`src/rtl/row_deskewer_pkg.sv`:
```
// Shared definitions for the row de-skewer: default geometry and the FSM state type.
package row_deskewer_pkg;

  localparam int DEF_DIM_SIZE   = 4;
  localparam int DEF_ELEM_WIDTH = 8;
  localparam int DEF_DATA_WIDTH = DEF_DIM_SIZE * DEF_ELEM_WIDTH;

  // Number of wavefronts that make up one frame.
  localparam int WAVES = 2 * DEF_DIM_SIZE - 1;

  typedef enum logic {
    COLLECT = 1'b0,
    HOLD    = 1'b1
  } state_t;

endpackage

```
`src/rtl/row_deskewer_lane_extract.sv`:
```
// Picks one element out of a packed word; lane 0 is the most significant element.
module lane_extract #(
  parameter int DATA_WIDTH = 32,
  parameter int ELEM_WIDTH = 8,
  parameter int LANE       = 0
) (
  input  logic [DATA_WIDTH-1:0] word,
  output logic [ELEM_WIDTH-1:0] elem
);

  assign elem = word[DATA_WIDTH-1-LANE*ELEM_WIDTH -: ELEM_WIDTH];

endmodule

```
`src/rtl/row_deskewer.sv`:
```
// Row de-skewer: collects a diagonal wavefront stream (2*DIM_SIZE-1 beats)
// and presents the reassembled rows as one frame.
// Optional feature: define ROW_DESKEWER_CHECK_EN to flag nonzero lanes that
// fall outside the wavefront window (sticky err_skew); otherwise err_skew is 0.
module row_deskewer
  import row_deskewer_pkg::*;
#(
  parameter int DATA_WIDTH = DEF_DATA_WIDTH,
  parameter int DIM_SIZE   = DEF_DIM_SIZE,
  parameter int ELEM_WIDTH = DEF_ELEM_WIDTH
) (
  input  logic                  clk,
  input  logic                  rst_n,
  input  logic                  clear,
  input  logic                  in_valid,
  input  logic [DATA_WIDTH-1:0] in_word,
  output logic                  in_ready,
  output logic                  out_valid,
  input  logic                  out_ready,
  output logic [DATA_WIDTH-1:0] out_row0,
  output logic [DATA_WIDTH-1:0] out_row1,
  output logic [DATA_WIDTH-1:0] out_row2,
  output logic [DATA_WIDTH-1:0] out_row3,
  output logic                  err_skew
);

  localparam logic [2:0] LAST_BEAT = 3'(2 * DIM_SIZE - 2);

  state_t                 state;
  logic [2:0]             beat_cnt;
  logic                   accept;
  logic [ELEM_WIDTH-1:0]  lane_elem [DIM_SIZE];
  logic [DATA_WIDTH-1:0]  rows      [DIM_SIZE];

  assign accept = in_valid && in_ready && !clear;

  for (genvar j = 0; j < DIM_SIZE; j++) begin : g_lane
    lane_extract #(
      .DATA_WIDTH(DATA_WIDTH),
      .ELEM_WIDTH(ELEM_WIDTH),
      .LANE      (j)
    ) u_lane (
      .word(in_word),
      .elem(lane_elem[j])
    );
  end

  // Frame control: count accepted wavefronts, hold the finished frame until taken.
  always_ff @(posedge clk or negedge rst_n) begin
    if (!rst_n) begin
      state     <= COLLECT;
      beat_cnt  <= 3'd0;
      in_ready  <= 1'b1;
      out_valid <= 1'b0;
    end else if (clear) begin
      state     <= COLLECT;
      beat_cnt  <= 3'd0;
      in_ready  <= 1'b1;
      out_valid <= 1'b0;
    end else begin
      case (state)
        COLLECT: begin
          if (accept) begin
            if (beat_cnt == LAST_BEAT) begin
              state     <= HOLD;
              beat_cnt  <= 3'd0;
              in_ready  <= 1'b0;
              out_valid <= 1'b1;
            end else begin
              beat_cnt <= beat_cnt + 3'd1;
            end
          end
        end
        HOLD: begin
          if (out_ready) begin
            state     <= COLLECT;
            in_ready  <= 1'b1;
            out_valid <= 1'b0;
          end
        end
        default: begin
          state     <= COLLECT;
          beat_cnt  <= 3'd0;
          in_ready  <= 1'b1;
          out_valid <= 1'b0;
        end
      endcase
    end
  end

  // Row storage: lane j of wavefront k lands in row j, column k-j when inside the window.
  always_ff @(posedge clk or negedge rst_n) begin
    if (!rst_n) begin
      for (int r = 0; r < DIM_SIZE; r++) begin
        rows[r] <= '0;
      end
    end else if (accept) begin
      for (int j = 0; j < DIM_SIZE; j++) begin
        for (int c = 0; c < DIM_SIZE; c++) begin
          if (int'(beat_cnt) == j + c) begin
            rows[j][DATA_WIDTH-1-c*ELEM_WIDTH -: ELEM_WIDTH] <= lane_elem[j];
          end
        end
      end
    end
  end

  assign out_row0 = rows[0];
  assign out_row1 = rows[1];
  assign out_row2 = rows[2];
  assign out_row3 = rows[3];

`ifdef ROW_DESKEWER_CHECK_EN
  logic skew_hit;

  // Detect any nonzero lane that sits outside the window for the current beat.
  always_comb begin
    skew_hit = 1'b0;
    for (int j = 0; j < DIM_SIZE; j++) begin
      if (((int'(beat_cnt) < j) || (int'(beat_cnt) - j > DIM_SIZE - 1)) &&
          (lane_elem[j] != '0)) begin
        skew_hit = 1'b1;
      end
    end
  end

  // Sticky error flag, released only by clear or reset.
  always_ff @(posedge clk or negedge rst_n) begin
    if (!rst_n) begin
      err_skew <= 1'b0;
    end else if (clear) begin
      err_skew <= 1'b0;
    end else if (accept && skew_hit) begin
      err_skew <= 1'b1;
    end
  end
`else
  assign err_skew = 1'b0;
`endif

endmodule

```
`config.mk`:
```
export PLATFORM = sky130hd
export DESIGN_NAME = row_deskewer
export DESIGN_NICKNAME = d
export VERILOG_FILES = /design/src/rtl/row_deskewer_pkg.sv /design/src/rtl/row_deskewer_lane_extract.sv /design/src/rtl/row_deskewer.sv
export SDC_FILE = /design/constraint.sdc
export NUM_CORES = 1
export LEC_CHECK = 0
export CAP_MARGIN = 20
export CORE_MARGIN = 4
export CORE_UTILIZATION = 30
export DETAILED_ROUTE_END_ITERATION = 6
export PLACE_DENSITY = 0.61
export SETUP_SLACK_MARGIN = 0.05
export SLEW_MARGIN = 20
export SYNTH_ARGS = -nofsm -noshare
export SYNTH_HDL_FRONTEND = slang
export SYNTH_SLANG_ARGS = --single-unit
export TNS_END_PERCENT = 20
```
`constraint.sdc`:
```
create_clock -name clk -period 3.2 [get_ports clk]
set_clock_uncertainty 0.1 [all_clocks]
set_input_delay 0.64 -clock clk [delete_from_list [all_inputs] [get_ports clk]]
set_output_delay 0.64 -clock clk [all_outputs]
set_load 0.05 [all_outputs]
```
==> out/results.tsv <==
stage	metric	value	unit
clocking	clk_latency	0.41	ns
worst_setup_path	crit_chain	clkdlybuf4s50_1	
job	drv_cap	0	
routing	drt-initial-drc-count	52	
clocking	cts_hold_buf	0	
power	ir_drop	0.446	mV
power	netSwitchingFraction	34.9	%
clocking	cts_tree	done	
synth	synthTopCellsByArea	dfrtp_1 64%, mux2_2 25%, mux2_4 3.5%	
grt	antenna_found_initial	0	
final_layout	utilization	45.6	%
synth	synth-main-ff-cell	dfrtp_1	
final_layout	nets	531	
sta	worst_slew_pin_slew	0.597	ns
power	p_seq_share	37.2	%
sta	grt_setup_unrepaired	false	
worst_setup_path	critPathMaxFanout	6	
power	p_leak	3.51	nW
synth	ys_ff_latch	134	
synth	synth_edf_count	0	
worst_setup_path	path_buf_inv	1	
clocking	root_buffer	clkbuf_16	
sta	timing.hold.ws	0.135	ns
worst_setup_path	worst_setup_path_end_kind	output port	
grt	grt_pass1_vias	3689	
synth	synth_top_family_by_area	multiplexers	
sta	fin_crit_sh	80.9	%
synth	yosysUniqueCellTypes	35	
die	die_y	140	um
clocking	postCtsSetupBuffers	0	
power	internal_power	3.66	mW
grt	grt_usage	13.7	%
synth	synth_nets	352	
worst_setup_path	startpoint_type	register	
worst_setup_path	r2r_end	out_row0[27]	
clocking	cts.clk_slew.worst_paths	0.06	ns
routing	vias_per_cell	4.52	
synth	syn_area	5200	um^2
routing	num_vias	3275	
clocking	htree_levels	4	
synth	syn_area_per_cell	16.6	um^2
final_layout	drive_above_1_share	34.5	%
sta	clock.fmax	386	MHz
worst_setup_path	cp_slowest_cell	clkdlybuf4s50_1	
sta	min_period	2.59	ns
sta	fin_ws	0.612	ns
grt	grt_pass1_wl	20700	um
place	gp_congestion	0.714	
clocking	clock_sinks	134	
place	place_ws	0.437	ns
die	start_util	31.0	%
synth	synthAdderAreaFrac	0.241	%
status	status	finished clean	
worst_hold_path	min_path_type	in -> async	
final_layout	area_growth	47.0	%
sta	relSlewSlack	60.2	%
sta	setup_violations	0	
worst_setup_path	worstSetupPathType	reg -> out	
clocking	cts_resized	0	
place	dpl_cell_area	7110	um^2
final_layout	fin_cells	724	
final_layout	num_antenna_cells	0	
clocking	clk_path_buf_depth	2	
power	p_sw	1.97	mW
power	total_power	5.63	mW
worst_setup_path	worstPathRequired	2.46	ns
synth	yosys.area.top_type	dfrtp_1	
worst_setup_path	cp_top_family	buffers and inverters	
power	p_comb_share	31.6	%
synth	synth-compound-area-share	1.40	%
sta	tns	0	ns
worst_setup_path	cpPeakStageDelay	0.86	ns
sta	hold_violations	0	
sta	drv_slew	0	
grt	grt_max_degree	71	
synth	synth_top_area_share	64.0	%
worst_setup_path	ff2ff_setup_slack	1.19	ns
worst_setup_path	arrival	1.85	ns
place	hpwlAfterDp	9290	um
final_layout	final_area	7640	um^2
routing	drc	0	
synth	syn_inst	314	
routing	drt-total-wl	12900	um
place	dp_cells	694	
synth	synth-xor-area-share	0	%
routing	drtAntennaViolNets	0	
synth	seq_area_frac_synth	64.5	%
die	dieArea	19500	um^2
place	io_buffers	166	
synth	postSynth.asyncResetShare	100	%
die	core-area	16800	um^2
die	die_x	140	um
grt	grt_overflow_total	0	
die	rows	47	
routing	wl_per_cell	17.8	um
synth	yosys.area_share.simple	2.60	%
power	power_density	736	nW/um^2
final_layout	fillerInstances	1496	
routing	first_pass_iters	4	
clocking	cts-buffers-inserted	17	
die	ios	168	
worst_setup_path	worstRegToRegCells	3	
synth	synthMuxAreaShare	28.6	%
worst_setup_path	r2r_start	in_ready	
power	p_clk_share	31.2	%
synth	yosys_warnings	0	
[layer usage]
metal | global-route usage [%] | up-vias | part of all wire (%)
li1 | - | 1465 | -
met1 | 16.4 | 1672 | 42
met2 | 21.6 | 121 | 47
met3 | 6.69 | 17 | 9.7
met4 | 5.05 | 0 | 1.5
met5 | 0 | - | 0
[cells in the mapped netlist, types with 2 or more instances]
library cell and count:
dfrtp_1 133, mux2_2 116, mux2_4 12, buf_2 5, a21oi_1 4, buf_6 4
clkbuf_1 4, nand2_1 4, nor2_1 3, clkbuf_2 2, inv_1 2, or4b_1 2
[power by group through the flow]
stage,combinational (mW),sequential (mW),clock (mW)
after floorplan,0.266,2.96,0
after global placement,1.78,2.11,0
after detailed placement,1.80,2.12,0
after CTS,1.80,2.09,1.81
after global routing,1.85,2.12,1.89
final,1.78,2.09,1.76
[flip-flops by register name, indices dropped and copies added, names as in the netlist]
name       count
beat_cnt       3
out_row3      32
out_row0      32
out_row2      32
out_valid      1
state          1
out_row1      32
in_ready       1
[worst max path at each step]
stage	slack (ns)	startpoint	cells after the start	to
3_3_place_gp	0.49	clear	4	out_row0[25]
2_1_floorplan	1.03	in_ready	5	out_row0[16]
5_1_grt	0.55	in_ready	1	in_ready
3_5_place_dp	0.44	clear	4	out_row0[27]
6_report	0.61	in_ready	1	in_ready
4_1_cts	0.58	in_ready	1	in_ready
[cells in the final DEF, fill, tap and decap left out, types with 2 or more instances in the layout]
| cell | Yosys | final |
|---|---|---|
| a21oi_1 | 4 | 4 |
| buf_4 | 1 | 11 |
| clkbuf_1 | 4 | 2 |
| clkbuf_16 | 0 | 17 |
| clkdlybuf4s50_1 | 0 | 165 |
| clkinv_2 | 0 | 6 |
| clkinvlp_4 | 0 | 2 |
| dfrtp_1 | 133 | 133 |
| inv_1 | 2 | 2 |
| mux2_2 | 116 | 116 |
| mux2_4 | 12 | 12 |
| nand2_1 | 4 | 4 |
| nor2_1 | 3 | 3 |
| or4b_1 | 2 | 2 |
[area by class of cell]
| cell class | instances | area, um^2 | area share, % |
|---|---|---|---|
| clock buffer | 20 | 447 | 5.85 |
| multi-input combinational | 160 | 1720 | 22.4 |
| sequential | 134 | 3350 | 43.9 |
| timing repair buffer | 177 | 1750 | 23.0 |
| clock inverter | 10 | 83.8 | 1.10 |
| tap | 220 | 275 | 3.60 |
| inverter | 3 | 11.3 | 0.147 |
[kinds of logic after synthesis]
logic type,Yosys count
buffers and inverters,20
adders and majority gates,1
AOI/OAI and AO/OA,11
other,1
DFF,134
muxes,128
and+or+nand+nor,19
No activity file was read; power rests on OpenSTA's default activity.
